==> src/rtl/control_edicion_teclado.sv <==
// Keyboard edit controller: filters PS/2 set-2 break sequences, edits a
// three-field time value (hh/mm/ss) and hands it off through a req/ack write.
module control_edicion_teclado (
    input  logic       clk,
    input  logic       reset,
    input  logic [7:0] tecla,
    input  logic       tecla_valida,
    input  logic [7:0] hh_in,
    input  logic [7:0] mm_in,
    input  logic [7:0] ss_in,
    input  logic       listo,
    output logic       modo_edicion,
    output logic [1:0] campo_sel,
    output logic [7:0] hh_out,
    output logic [7:0] mm_out,
    output logic [7:0] ss_out,
    output logic       solicitud_escritura,
    output logic       guardado
);

    typedef enum logic [1:0] {REPOSO, EDICION, ESCRIBIR} estado_t;

    localparam logic [7:0] K_EXT   = 8'hE0;
    localparam logic [7:0] K_BREAK = 8'hF0;
    localparam logic [7:0] K_ENTER = 8'h5A;
    localparam logic [7:0] K_RIGHT = 8'h74;
    localparam logic [7:0] K_LEFT  = 8'h6B;
    localparam logic [7:0] K_UP    = 8'h75;
    localparam logic [7:0] K_DOWN  = 8'h72;
    localparam logic [7:0] K_SAVE  = 8'h70;
    localparam logic [7:0] K_ESC   = 8'h76;

    estado_t    estado;
    logic       brk;
    logic       make;
    logic [7:0] sel_val;
    logic [7:0] sel_max;
    logic [7:0] inc_val;
    logic [7:0] dec_val;

    // A make code is any byte that is neither a prefix nor the byte after F0.
    assign make = tecla_valida && (tecla != K_EXT) && (tecla != K_BREAK) && !brk;

    always_comb begin
        sel_val = ss_out;
        sel_max = 8'd59;
        case (campo_sel)
            2'd0: begin sel_val = hh_out; sel_max = 8'd23; end
            2'd1: begin sel_val = mm_out; sel_max = 8'd59; end
            default: begin sel_val = ss_out; sel_max = 8'd59; end
        endcase
        inc_val = (sel_val >= sel_max) ? '0 : sel_val + 8'd1;
        dec_val = (sel_val == '0 || sel_val > sel_max) ? sel_max : sel_val - 8'd1;
    end

    always_ff @(posedge clk) begin
        if (!reset) begin
            estado              <= REPOSO;
            brk                 <= 1'b0;
            modo_edicion        <= 1'b0;
            campo_sel           <= '0;
            hh_out              <= '0;
            mm_out              <= '0;
            ss_out              <= '0;
            solicitud_escritura <= 1'b0;
            guardado            <= 1'b0;
        end else begin
            guardado <= 1'b0;

            if (tecla_valida) begin
                if (tecla == K_BREAK)
                    brk <= 1'b1;
                else if (tecla != K_EXT && brk)
                    brk <= 1'b0;
            end

            case (estado)
                REPOSO: begin
                    if (make && tecla == K_ENTER) begin
                        hh_out       <= hh_in;
                        mm_out       <= mm_in;
                        ss_out       <= ss_in;
                        campo_sel    <= '0;
                        modo_edicion <= 1'b1;
                        estado       <= EDICION;
                    end
                end
                EDICION: begin
                    if (make) begin
                        case (tecla)
                            K_RIGHT: campo_sel <= (campo_sel == 2'd2) ? 2'd0 : campo_sel + 2'd1;
                            K_LEFT:  campo_sel <= (campo_sel == 2'd0) ? 2'd2 : campo_sel - 2'd1;
                            K_UP, K_DOWN: begin
                                case (campo_sel)
                                    2'd0:    hh_out <= (tecla == K_UP) ? inc_val : dec_val;
                                    2'd1:    mm_out <= (tecla == K_UP) ? inc_val : dec_val;
                                    default: ss_out <= (tecla == K_UP) ? inc_val : dec_val;
                                endcase
                            end
                            K_SAVE: begin
                                solicitud_escritura <= 1'b1;
                                estado              <= ESCRIBIR;
                            end
                            K_ESC: begin
                                modo_edicion <= 1'b0;
                                estado       <= REPOSO;
                            end
                            default: ;
                        endcase
                    end
                end
                ESCRIBIR: begin
                    if (listo) begin
                        solicitud_escritura <= 1'b0;
                        modo_edicion        <= 1'b0;
                        guardado            <= 1'b1;
                        estado              <= REPOSO;
                    end
                end
                default: estado <= REPOSO;
            endcase
        end
    end

endmodule

==> config.mk <==
export PLATFORM = sky130hd
export DESIGN_NAME = control_edicion_teclado
export DESIGN_NICKNAME = d
export VERILOG_FILES = /design/src/rtl/control_edicion_teclado.sv
export SDC_FILE = /design/constraint.sdc
export NUM_CORES = 1
export LEC_CHECK = 0
export BUFFER_PORTS_ARGS = -buffer_cell sky130_fd_sc_hd__buf_2
export CORE_MARGIN = 2
export CORE_UTILIZATION = 48
export DETAILED_ROUTE_END_ITERATION = 12
export GPL_TIMING_DRIVEN = 0
export PLACE_DENSITY = 0.8
export SLEW_MARGIN = 20
export SYNTH_ARGS = -nofsm -noshare
export SYNTH_HDL_FRONTEND = slang
export SYNTH_SLANG_ARGS = --single-unit
==> constraint.sdc <==
create_clock -name clk -period 3 [get_ports clk]
set_clock_uncertainty 0.1 [all_clocks]
set_input_delay 0.3 -clock clk [delete_from_list [all_inputs] [get_ports clk]]
set_output_delay 0.3 -clock clk [all_outputs]
set_load 0.02 [all_outputs]
## Word-level counts from Yosys, hierarchy flattened

Index checks and enable logic that the tools add are counted.

- Memory bits (writable): 0
- Bits of input ports: 36
- Bits in latches: 0
- Logic and storage cells: 107
- ROM bits: 0
- Output and inout bits: 29
- Memories kept: 0
- Register bits: 32

- Shift-type cells: 0
- Order comparisons: 2
- Multipliers: 0
- Add/sub/neg operators: 4
- Equal/unequal tests: 25
- Divide/modulo/power cells: 0
- Muxes and demuxes: 42
- Bitwise operators: 0
- Reduce and logical (&&, ||, !) cells: 25

Operators by type and width:

| operator | number |
|---|---|
| 2-to-1 mux 8 bit | 15 |
| one-hot mux 8 bit (2 select lines) | 4 |
| equality test 8 x 7 -> 1 bit (second input constant) | 7 |
| AND reduction 5 bit | 4 |
| != test 8 bit (second input constant) | 2 |
| 2-to-1 mux 2 bit | 7 |
| != test 2 bit (second input constant) | 7 |
| one-hot mux 2 bit (2 select lines) | 3 |
| AND reduction 4 bit | 3 |
| 2-to-1 mux 1 bit | 9 |
| adder 8 x 1 -> 8 bit (second input constant) | 1 |
| equality test 8 bit (second input constant) | 1 |
| greater-or-equal comparator 8 bit | 1 |
| greater-than comparator 8 bit | 1 |
| logical NOT 8 bit | 1 |
| subtractor 8 x 1 -> 8 bit (second input constant) | 1 |
| 2-to-1 mux 6 bit | 1 |
| != test 3 x 1 -> 1 bit (second input constant) | 2 |
| one-hot mux 2 bit (3 select lines) | 1 |
| nonzero test 2 bit | 3 |
| logical AND 1 bit | 5 |
| equality test 2 x 1 -> 1 bit (second input constant) | 2 |
| equality test 2 bit (second input constant) | 2 |
| logical NOT 2 bit | 2 |
| other kinds (10) | 13 |

## Logic depth before layout (Yosys ltp)

Gate-level depths: netlist (run 1).

- Depth after elaboration: 10
- Depth in mapped cells: 15
- Gate-level depth less buffers: 13

## Least setup slack after synthesis (run 1)

Ideal clock, no wire load.

- Kind: reg-to-reg
- Start point: register campo_sel[0]
- End point: register hh_out[2]
- Cell stages (with the launch flop): 16
- Data arrival time: 3257 ps
- Setup time: 119 ps
- Path slack: -476 ps
- Required time: 2781 ps
- Cells stage by stage: dfxtp_1 > inv_1 > ha_1 > buf_6 > buf_2 > a22o_1 > a21oi_2 > inv_1 > ha_1 > a21o_1 > a21oi_1 > o21bai_1 > a21oi_4 > nand2_4 > a311o_2 > o221a_1

- Longest elaborated chain between the ends: 10

RTL lines:

| item | line | RTL |
|---|---|---|
| start, declared | 13 | `output logic [1:0] campo_sel,` |
| start signal, assigned | 91 | `K_RIGHT: campo_sel <= (campo_sel == 2'd2) ? 2'd0 : campo_sel + 2'd1;` |
| start signal, assigned | 92 | `K_LEFT: campo_sel <= (campo_sel == 2'd0) ? 2'd2 : campo_sel - 2'd1;` |
| equality test 2 x 1 -> 1 bit / logical NOT 2 bit (equally long branches) | 47, 94 |  |
| one-hot mux 8 bit (2 select lines) / 2-to-1 mux 6 bit (equally long branches) | 47 | `case (campo_sel)` |
| greater-than comparator 8 bit / logical NOT 8 bit (equally long branches) | 53 | `dec_val = (sel_val == '0 \|\| sel_val > sel_max) ? sel_max : sel_val - 8'd1;` |
| logical OR 1 bit | 53 |  |
| 2-to-1 mux 8 bit | 53 |  |
| 2-to-1 mux 8 bit | 95 | `2'd0: hh_out <= (tecla == K_UP) ? inc_val : dec_val;` |
| 2-to-1 mux 8 bit | 94 | `case (campo_sel)` |
| 2-to-1 mux 8 bit | 90 | `case (tecla)` |
| 2-to-1 mux 8 bit | 89 | `if (make) begin` |
| one-hot mux 8 bit (2 select lines) | 77 | `case (estado)` |
| end signal, assigned | 80 | `hh_out <= hh_in;` |
| end signal, assigned | 95 |  |
| end, declared | 14 | `output logic [7:0] hh_out,` |

Parallel ways exist; a longest one is shown, timed or not. The select of a mux whose other input is x is not followed.
A chain may end at the register's enable or synchronous reset.

## Worst setup path after layout (run 1)

- Start point: register campo_sel[0]
- End point: register ss_out[0]

- Longest elaborated chain between the ends: 10

RTL lines:

| item | line | RTL |
|---|---|---|
| equality test 2 x 1 -> 1 bit / logical NOT 2 bit (equally long branches) | 47, 94 |  |
| one-hot mux 8 bit (2 select lines) / 2-to-1 mux 6 bit (equally long branches) | 47 |  |
| greater-than comparator 8 bit / logical NOT 8 bit (equally long branches) | 53 |  |
| logical OR 1 bit | 53 |  |
| 2-to-1 mux 8 bit | 53 |  |
| 2-to-1 mux 8 bit | 97 | `default: ss_out <= (tecla == K_UP) ? inc_val : dec_val;` |
| 2-to-1 mux 8 bit | 94 |  |
| 2-to-1 mux 8 bit | 90 |  |
| 2-to-1 mux 8 bit | 89 |  |
| one-hot mux 8 bit (2 select lines) | 77 |  |
| end signal, assigned | 82 | `ss_out <= ss_in;` |
| end signal, assigned | 97 |  |
| end, declared | 16 | `output logic [7:0] ss_out,` |

Parallel ways exist; a longest one is shown, timed or not. The select of a mux whose other input is x is not followed.

==> qor.yml, run 1 <==
logic_synthesis:
  yosysTopAreaCell: "dfxtp_1"
  yosysWarnings: 0
  ys_top_cells_by_area: "dfxtp_1 26%, ha_1 6.0%, o221a_1 4.5%"
  synth.most_common_cell: "dfxtp_1"
  synth_flop_cell: "dfxtp_1"
  ys_async_sr_fraction_pct: 0
  synth_edf_count: 0
  synth_top_area_share_pct: 25.8
  synthCells: 289
  synth.distinct_cells: 69
  syn-cell-area_mm2: 0.00248
  avgSynthCellArea_um2: 8.60
  ys_seq_area_share_pct: 25.8
  synth_commonest_cells: "32 x dfxtp_1, 25 x nand2_1, 14 x a31oi_1"
  ys_ff_latch: 32
  synth_fp_nets: 337
setup_path:
  crit_end: "ss_out[0]"
  cp.arrival_ps: 3110
  r2r_cells: 14
  r2r_slack_ps: -50
  crit_type: "reg2reg"
  reg2reg_to: "ss_out[0]"
  critPathCaptureType: "flip-flop"
  start_kind: "flip-flop"
  cp-startpoint: "campo_sel[0]"
  critical_path_required_ps: 3060
  path_max_fanout: 6
  r2r_start: "campo_sel[0]"
cts:
  cts_sinks: 32
  clockBufferDepth: 2
  path_clk_slew_ps: 70
  postCtsHoldBufs: 0
  cts_buffers: 5
  clk_latency_ps: 290
  cts_tree: "built"
  cts-root-buf: "clkbuf_8"
  cts_max_level: 2
floorplan:
  fp.dieArea_mm2: 0.00577
  core_area_mm2: 0.00504
  die_h_um: 76.0
  start_util_pct: 49.3
  io_pins: 65
  chipWidth_um: 76.0
  rows: 26
route:
  vias_per_cell: 6.12
  ant_nets: 0
  wl_um: 8040
  wl_per_cell_um: 17.7
  drtIter0Drc: 363
  vias: 2778
  drc: 0
  drt-pass1-iter-count: 5
final_layout:
  nNetsFinal: 431
  final_cell_count_no_fill: 454
  multi_input_area_mm2: 0.00192
  drive_gt1_share_pct: 42.2
  fill_cells: 397
  post-route-util_pct: 68.5
  design_area_mm2: 0.00346
  synthToLayoutAreaGrowth_pct: 39.1
  ff_latch_area_um2: 648
  antenna_cells: 0
sta:
  fmax_mhz: 327
  finalCriticalPeriod_ps: 3050
  worst_slew_pin_slew_ps: 695
  relSlewSlack_pct: 53.4
  finalHoldViolations: 0
  setup_viol: 6
  fin_crit_sh_pct: 102
  rsz0062_at_grt: "yes"
  setup_ws_ps: -54.7
  tns_ps: -235
  slew_viol_final: 0
power_and_ir_drop:
  p_leak_nw: 1.50
  pwr_density_cell_mw_per_mm2: 266
  vdd_drop_max_mv: 0.343
placed_design:
  globalplace.congestion: 0.892
  dpl.hpwl_um: 5300
  io_buffers: 63
  dpl_cell_area_mm2: 0.00294
  dpl.cell_count: 422
outcome:
  status: "finished with violations"
  violations: "negative setup slack"
global_route:
  grt_pass1_wl_um: 12800
  met3_usage_pct: 5.12
  antenna_found_initial: 0
  grt-busiest-layer: "met2"
  grt_start_max_net_pins: 12
  grt_remaining_overflow: 0
  use_met2_pct: 43.8
  grt_pass1_vias: 2546
  grt_use_met1_pct: 36.9
  gr-usage-all-layers_pct: 27.2
flow_run:
  drv_cap: 0
hold_path:
  hp-class: "in2reg"
## metal layers
| metal | vias to the layer above | share of wire (%) |
|---|---|---|
| li1 | 1294 | - |
| met1 | 1320 | 43 |
| met2 | 139 | 48 |
| met3 | 25 | 7.3 |
| met4 | 0 | 2.0 |
| met5 | - | 0 |
## worst min path at each step
stage | depth (start not counted) | endpoint | slack (ps) | startpoint
2_1_floorplan | 1 | guardado | 350 | listo
6_report | 3 | mm_out[7] | 160 | mm_in[7]
3_3_place_gp | 2 | solicitud_escritura | 360 | solicitud_escritura
3_5_place_dp | 2 | solicitud_escritura | 360 | solicitud_escritura
5_1_grt | 2 | mm_out[3] | 180 | mm_in[3]
4_1_cts | 3 | mm_out[7] | 170 | mm_in[7]
## area by class of cell
cell class	instances	area share, %
Buffer	14	2.50
Clock buffer	5	1.99
Clock inverter	3	1.19
Inverter	13	1.48
Multi-Input combinational cell	229	55.5
Sequential cell	32	18.8
Tap cell	70	2.53
Timing Repair Buffer	88	16.0
## flip-flops by register name, summed over array words and instances, names as in the netlist, 2 cells and up
| register | count |
|---|---|
| hh_out | 8 |
| mm_out | 8 |
| ss_out | 8 |
| campo_sel | 2 |
| estado | 2 |
## where the power goes
group | switching [mW] | internal, mW
sequential | 0.00100 | 0.424
clock | 0.178 | 0.246
combinational | 0.0392 | 0.0321
## timing repair
item / in CTS / in global routing
pin swaps: 14 / 20
setup buffers: 16 / 8
resized for setup: 19 / 13
endpoints found under the setup margin: 24 / 24
endpoints found under the hold margin: 0 / 0
cloned: 0 / 1
## placed cells by master (no fill, tap or decap), types with 3 or more instances in the layout
master / count
a21oi_1: 9
a21oi_2: 3
a21oi_4: 5
a22o_1: 4
a22o_4: 4
a31oi_1: 13
and2_1: 4
buf_12: 3
buf_2: 68
buf_4: 20
clkbuf_1: 7
clkbuf_8: 5
dfxtp_1: 30
ha_1: 7
ha_4: 5
inv_1: 6
inv_2: 6
mux2i_1: 6
nand2_1: 24
nand2b_1: 5
nand3_1: 6
nand4_1: 6
nor2_1: 11
nor2_4: 3
nor2b_1: 5
nor3_1: 6
nor3_2: 4
o21a_1: 12
o21ai_0: 11
o21ai_1: 9
o221a_1: 10
o221a_2: 3
## through the flow
stage | worst slack (ps) | hold WS, ps | power (mW)
after floorplan | -31.6 | 353 | 0.466
after global placement | -371 | 362 | 0.501
after detailed placement | -400 | 365 | 0.502
after CTS | -42.4 | 165 | 0.918
after global routing | -99.3 | 180 | 0.943
final | -54.7 | 165 | 0.920
## kinds of logic after synthesis
| group | Yosys count | synth area share (%) |
|---|---|---|
| fa+ha+maj | 12 | 6.04 |
| compound gates | 109 | 34.8 |
| simple gates | 99 | 24.2 |
| flops | 32 | 25.8 |
| buf+inv | 28 | 5.14 |
| mux | 7 | 3.32 |
| xor+xnor | 2 | 0.705 |
## critical path, cell delays in order (launching register included)
cell	delay (ps)
dfxtp_4	350
buf_6	120
ha_4	190
buf_12	140
a22o_4	230
a21oi_4	160
inv_2	70
ha_4	160
a21o_1	150
a21oi_2	180
o21bai_2	130
a21oi_4	240
nand2_4	90
a32oi_1	460
a31oi_1	150
(Power assumes the default switching activity.)
==> run 2, diff against run 1 <==
--- a/config.mk
+++ b/config.mk
@@ -7,11 +7,12 @@
 export LEC_CHECK = 0
 export BUFFER_PORTS_ARGS = -buffer_cell sky130_fd_sc_hd__buf_2
 export CORE_MARGIN = 2
-export CORE_UTILIZATION = 48
+export CORE_UTILIZATION = 53
 export DETAILED_ROUTE_END_ITERATION = 12
 export GPL_TIMING_DRIVEN = 0
-export PLACE_DENSITY = 0.8
+export PLACE_DENSITY = 0.83
 export SLEW_MARGIN = 20
 export SYNTH_ARGS = -nofsm -noshare
 export SYNTH_HDL_FRONTEND = slang
 export SYNTH_SLANG_ARGS = --single-unit
+export TNS_END_PERCENT = 5
==> constraint.sdc (replaced) <==
create_clock -name clk -period 2.85 [get_ports clk]
set_clock_uncertainty 0.1 [all_clocks]
set_input_delay 0.285 -clock clk [delete_from_list [all_inputs] [get_ports clk]]
set_output_delay 0.285 -clock clk [all_outputs]
set_load 0.02 [all_outputs]
==> run 2 against run 1 <==
The flow still finishes with violations (negative setup slack). Die area down 9.0%. Non-clock buffer count fell by 14. Sequential power increased by 5.2%. Worst setup slack worse by 230 ps. Total power is 4.5% lower. First-iteration DRC count down 27%. Largest cell class unchanged. Critical endpoint is now hh_out[2]. Hold slack worse by 12 ps. Sequential share of layout area increased by 1.6 points. Design area is 8.0% lower. Register-to-register slack worse by 230 ps. Clock power fell by 16%.
==> qor.yml, run 2 (same netlist as run 1, synthesis figures left out) <==
outcome:
  status: "finished with violations"
  violations: "negative setup slack"
final_layout:
  synthToLayoutAreaGrowth_pct: 28.0
  design_area_mm2: 0.00318  # -8.0%
  layout_common_cells: "68 x buf_2, 30 x dfxtp_1, 25 x nand2_1"
  post-route-util_pct: 71.6  # +3.0 points
  layout_commonest_cell: "buf_2"
  nNetsFinal: 417  # -3.2%
  fill_cells: 352  # -11%
  multi_input_area_mm2: 0.00184  # -4.1%
  antenna_cells: 0  # unchanged
  ff_latch_area_um2: 648  # unchanged
  drive_gt1_share_pct: 38.9  # -3.3 points
  top_regs: "hh_out: 8 flops, mm_out: 8 flops, ss_out: 8 flops"
  final_cell_count_no_fill: 422  # -7.0%
setup_path:
  path_buf_inv: 5  # +2
  cp-startpoint: "campo_sel[0]"
  path_delay_family: "compound AO/OA/AOI/OAI gates"
  r2r_cells: 15  # +1
  path_max_fanout: 10  # +4
  start_kind: "flip-flop"
  crit_type: "reg2reg"
  cp.arrival_ps: 3230  # +120 ps
  reg2reg_to: "hh_out[2]"
  critical_path_required_ps: 2940  # -120 ps
  crit_path_cell_trace: "inv_2 > ha_4 > buf_12 > buf_8 > a22o_1 > a21oi_4 > inv_2 > ha_1 > o21ai_2 > o21bai_2 > a21oi_4 > buf_4 > o211a_1 > a311o_2 > o221a_1"
  path_depth: 15  # +1
  r2r_slack_ps: -290  # -230 ps
  critPathCaptureType: "flip-flop"
  slowest_delay_ps: 390  # -70 ps
  slowest_stage: "a311o_2"
  crit_end: "hh_out[2]"
  r2r_start: "campo_sel[0]"
placed_design:
  globalplace.congestion: 0.943  # +5.8%
  dpl.hpwl_um: 5420  # +2.3%
  dpl_cell_area_mm2: 0.00292  # -0.77%
  io_buffers: 63  # unchanged
  dpl.cell_count: 404  # -4.3%
  pre_cts_slack_ps: -544  # -144 ps
cts:
  clk_latency_ps: 300  # about the same
  cts_tree: "built"
  cts_buffers: 5  # unchanged
  cts_max_level: 2  # unchanged
  postCtsHoldBufs: 0  # unchanged
  path_clk_slew_ps: 70  # about the same
  cts_sinks: 32  # unchanged
  cts-root-buf: "clkbuf_8"
  clockBufferDepth: 2  # unchanged
floorplan:
  rows: 24  # -7.7%
  die_h_um: 72.5  # -4.6%
  start_util_pct: 55.9  # +6.6 points
  chipWidth_um: 72.5  # -4.6%
  io_pins: 65  # unchanged
  core_area_mm2: 0.00444  # -12%
  fp.dieArea_mm2: 0.00525  # -9.0%
sta:
  slew_viol_final: 0  # unchanged
  relSlewSlack_pct: 52.1  # -1.3 points
  fmax_mhz: 319  # -2.6%
  finalHoldViolations: 0  # unchanged
  rsz0062_at_grt: "yes"
  worst_slew_pin_slew_ps: 713  # +18.1 ps
  setup_viol: 24  # +18
  setup_ws_ps: -287  # -233 ps
  finalCriticalPeriod_ps: 3140  # +82.5 ps
  fin_crit_sh_pct: 110  # +8.3 points
route:
  vias_per_cell: 6.36  # +4.0%
  wl_um: 7700  # -4.3%
  wl_per_cell_um: 18.2  # +3.0%
  drc: 0  # unchanged
  drtIter0Drc: 264  # -27%
  vias: 2685  # -3.3%
  drt-pass1-iter-count: 5  # unchanged
  ant_nets: 0  # unchanged
power_and_ir_drop:
  pwr_density_cell_mw_per_mm2: 276  # +3.8%
  power_frac_clock_pct: 40.7  # -5.4 points
  p_sw_uw: 229  # +5.3%
  vdd_drop_max_mv: 0.324  # -5.5%
  internal_power_uw: 649  # -7.5%
  p_sw_share_pct: 26.1  # +2.4 points
  p_leak_nw: 1.40  # -6.8%
  sequentialPowerShare_pct: 50.9  # +4.7 points
  comb_power_share_pct: 8.4  # +0.7 points
global_route:
  antenna_found_initial: 0  # unchanged
  grt_pass1_vias: 2580  # +1.3%
  grt_remaining_overflow: 0  # unchanged
  grt_start_max_net_pins: 12  # unchanged
  gr-usage-all-layers_pct: 30.2  # +3.0 points
  grt_pass1_wl_um: 12500  # -2.1%
hold_path:
  hp-class: "in2reg"
flow_run:
  drv_cap: 0  # unchanged
[run 2: cell types whose count changed in the layout (fill, tap and decap cells not counted), sizes merged]
cell    delta
buf       -13
bufinv     -1
clkbuf     -1
clkinv     +2
inv        -1
[run 2: worst register-to-register path, stage by stage, from the launching register on]
cell and delay (ps):
dfxtp_4 370, inv_2 50, ha_4 170, buf_12 140, buf_8 140, a22o_1 270, a21oi_4 150, inv_2 60
ha_1 290, o21ai_2 80, o21bai_2 210, a21oi_4 110, buf_4 160, o211a_1 110, a311o_2 390, o221a_1 210
[run 2: power by group through the flow]
stage / registers, mW / logic (mW) / clock network [mW]
after floorplan: 0.458 / 0.0321 / 0
after global placement: 0.458 / 0.0696 / 0
after detailed placement: 0.458 / 0.0709 / 0
after CTS: 0.447 / 0.0723 / 0.351
after global routing: 0.447 / 0.0804 / 0.378
final: 0.447 / 0.0735 / 0.358
[run 2: area by class of cell]
class / instances / area share [%]
inverter: 13 / 1.61
clock buffer: 5 / 2.16
sequential: 32 / 20.4
clock inverter: 3 / 0.590
buffer: 15 / 3.07
multi-input combinational: 229 / 57.9
timing repair buffer: 73 / 12.3
tap: 52 / 2.05
[run 2: per-layer routing]
metal	GRT usage (%)	wire, um	vias up
li1	-	-	1254
met1	41.0	3320	1262
met2	48.2	3560	148
met3	5.97	664	21
met4	10.1	156	0
met5	0	0	-
[run 2: per-stage QoR]
| stage | hold WS [ps] | total power [mW] | setup TNS [ps] |
|---|---|---|---|
| floorplan | 338 | 0.490 | -1390 |
| detailed placement | 365 | 0.528 | -10520 |
| global placement | 357 | 0.527 | -9300 |
| CTS | 153 | 0.871 | -4330 |
| finish | 152 | 0.879 | -4630 |
| global route | 154 | 0.905 | -7510 |
[run 2: worst min path at each step]
stage                        start  depth (start not counted)             endpoint  slack [ps]
2_1_floorplan                listo                          1             guardado         340
3_3_place_gp   solicitud_escritura                          2  solicitud_escritura         360
3_5_place_dp   solicitud_escritura                          2  solicitud_escritura         370
4_1_cts                   mm_in[0]                          3            mm_out[0]         150
5_1_grt                   hh_in[7]                          3            hh_out[7]         150
6_report                  mm_in[0]                          3            mm_out[0]         150
[run 2: repair_timing]
item / in CTS / in global routing
setup endpoints to repair: 24 / 24
pin swaps: 6 / 11
buffers inserted: 10 / 0
gates resized for setup: 14 / 6
cloned: 0 / 0
==> run 3, diff against run 2 <==
--- a/config.mk
+++ b/config.mk
@@ -10,9 +10,8 @@
 export CORE_UTILIZATION = 53
 export DETAILED_ROUTE_END_ITERATION = 12
 export GPL_TIMING_DRIVEN = 0
-export PLACE_DENSITY = 0.83
+export PLACE_DENSITY = 0.8
 export SLEW_MARGIN = 20
 export SYNTH_ARGS = -nofsm -noshare
 export SYNTH_HDL_FRONTEND = slang
 export SYNTH_SLANG_ARGS = --single-unit
-export TNS_END_PERCENT = 5
==> run 3 against run 2 <==
The run still ends with negative setup slack left. Critical path depth shrank 1. Worst setup slack gained 3.8 ps. Via count increased by 8.6%. Design area rose by 9.6%. Non-clock buffer count grew 21. Hold slack gained 0.85 ps. Die area is the same. Register-to-register slack barely moved. Global-route usage grew 0.75 points. Count of clock-buffer cells in the layout increased by 2. Total power increased by 5.7%. Final cell count increased by 5.0%.
==> qor.yml, run 3 (same netlist as run 1, synthesis figures left out) <==
placed_design:
  dpl.hpwl_um: 5400  # -0.47%
  io_buffers: 63  # unchanged
  globalplace.congestion: 0.913  # -3.2%
  pre_cts_slack_ps: -551  # -6.82 ps
cts:
  cts_tree: "built"
  cts_sinks: 32  # unchanged
  clk_latency_ps: 290  # about the same
  cts_buffers: 5  # unchanged
  clockBufferDepth: 2  # unchanged
  path_clk_slew_ps: 70  # about the same
  postCtsHoldBufs: 0  # unchanged
  cts_max_level: 2  # unchanged
  cts-root-buf: "clkbuf_8"
flow_run:
  drv_cap: 0  # unchanged
global_route:
  grt_pass1_wl_um: 12600  # +0.78%
  grt_remaining_overflow: 0  # unchanged
  grt_start_max_net_pins: 11  # -1
  grt_pass1_vias: 2551  # -1.1%
  gr-usage-all-layers_pct: 31.0  # +0.75 points
  antenna_found_initial: 0  # unchanged
outcome:
  status: "finished with violations"
  violations: "negative setup slack"
setup_path:
  slowest_delay_ps: 440  # +50 ps
  path_delay_family: "compound AO/OA/AOI/OAI gates"
  path_buf_inv: 3  # -2
  critPathCaptureType: "flip-flop"
  path_max_fanout: 8  # -2
  cp.arrival_ps: 3210  # -20 ps
  critical_path_required_ps: 2930  # about the same
  crit_type: "reg2reg"
  crit_path_cell_trace: "buf_6 > ha_4 > buf_12 > a22o_4 > a21oi_4 > inv_2 > ha_4 > a21o_1 > a21oi_2 > o21bai_2 > a21oi_4 > nand2_4 > a311o_2 > o221a_1"
  slowest_stage: "a311o_2"
  start_kind: "flip-flop"
sta:
  relSlewSlack_pct: 53.2  # +1.1 points
  finalHoldViolations: 0  # unchanged
  setup_ws_ps: -283  # +3.83 ps
  finalCriticalPeriod_ps: 3130  # -3.83 ps
  slew_viol_final: 0  # unchanged
  rsz0062_at_grt: "yes"
  worst_slew_pin_slew_ps: 697  # -16.6 ps
  fmax_mhz: 319  # +0.12%
  setup_viol: 24  # unchanged
  fin_crit_sh_pct: 110  # -0.13 points
  tns_ps: -3470  # +1160 ps
route:
  drc: 0  # unchanged
  wl_met1_um: 3720  # +12%
  dr_wl_met3_um: 680  # +2.4%
  vias: 2917  # +8.6%
  ant_nets: 0  # unchanged
  drtIter0Drc: 391  # +48%
  wl_per_cell_um: 19.5  # +6.6%
  drt-pass1-iter-count: 7  # +2
  wl_met2_um: 3960  # +11%
  vias_per_cell: 6.58  # +3.5%
  wl_um: 8620  # +12%
  highest_layer: "met4"
hold_path:
  hp-class: "in2reg"
final_layout:
  layout_commonest_cell: "buf_2"
  drive_gt1_share_pct: 42.7  # +3.8 points
  synthToLayoutAreaGrowth_pct: 40.3
  layout_common_cells: "68 x buf_2, 30 x dfxtp_1, 28 x buf_4"
  nNetsFinal: 438  # +5.0%
  fill_cells: 294  # -16%
  antenna_cells: 0  # unchanged
  top_regs: "hh_out: 8 flops, mm_out: 8 flops, ss_out: 8 flops"
power_and_ir_drop:
  pwr_density_cell_mw_per_mm2: 267  # -3.5%
  p_leak_nw: 1.51  # +8.2%
  vdd_drop_max_mv: 0.257  # -21%
floorplan:
  fp.dieArea_mm2: 0.00525  # unchanged
  start_util_pct: 55.9  # unchanged
  core_area_mm2: 0.00444  # unchanged
  die_h_um: 72.5  # unchanged
  rows: 24  # unchanged
  io_pins: 65  # unchanged
  chipWidth_um: 72.5  # unchanged
[run 3: path summary, 6_finish.rpt]
path	cells past startpoint	slack, ps	to	startpoint
setup / recovery	14	-280	hh_out[2]	campo_sel[0]
hold / removal	2	150	guardado	listo
setup reg to reg	14	-280	hh_out[2]	campo_sel[0]
hold reg to reg	2	380	solicitud_escritura	solicitud_escritura
[run 3: worst reg2reg max path: cells and delay by family, from the launching register on]
| kind | cells | cell delay [ps] |
|---|---|---|
| and+or+nand+nor | 1 | 90 |
| AOI/OAI and AO/OA | 8 | 1770 |
| DFF | 1 | 370 |
| buffers and inverters | 3 | 330 |
| adders and majority gates | 2 | 350 |
[run 3: timing repair]
| action | 4_1_cts | 5_1_grt |
|---|---|---|
| setup buffers | 19 | 13 |
| setup endpoints to repair | 24 | 24 |
| resized for setup | 21 | 16 |
| hold endpoints to repair | 0 | 0 |
| pin swaps | 16 | 15 |
[run 3: through the flow]
stage          total power [mW]  hold slack, ps  area (um^2)  cells  utilization [%]
3_3_place_gp              0.527             360         2920    404             65.8
4_1_cts                   0.924             152         3290    431             74.0
5_1_grt                   0.956             150         3490    443             78.4
6_report                  0.929             153         3490    443             78.4
3_5_place_dp              0.529             365         2920    404             65.8
2_1_floorplan             0.491             338         2540    289                -
[run 3: power by group]
group	total, mW	switching [mW]	leakage [nW]	internal (mW)
Combinational	0.0777	0.0435	1.20	0.0342
Clock	0.404	0.180	0.0534	0.224
Sequential	0.447	0.00103	0.259	0.446
Total	0.929	0.225	1.51	0.705
[run 3: final cells by class]
type	count	area [um^2]	share of cell area (%)
Buffer	14	86.3	2.48
Clock buffer	7	97.6	2.80
Clock inverter	1	5.00	0.144
Inverter	13	53.8	1.54
Multi-Input combinational cell	229	1950	56.0
Sequential cell	32	648	18.6
Tap cell	52	65.1	1.87
Timing Repair Buffer	95	579	16.6
[run 3: metal layers]
metal  global-route usage [%]  up-vias
met2                     47.4      182
li1                         -     1310
met3                     5.14       27
met1                     44.2     1398
met4                     10.7        0
met5                        0        -
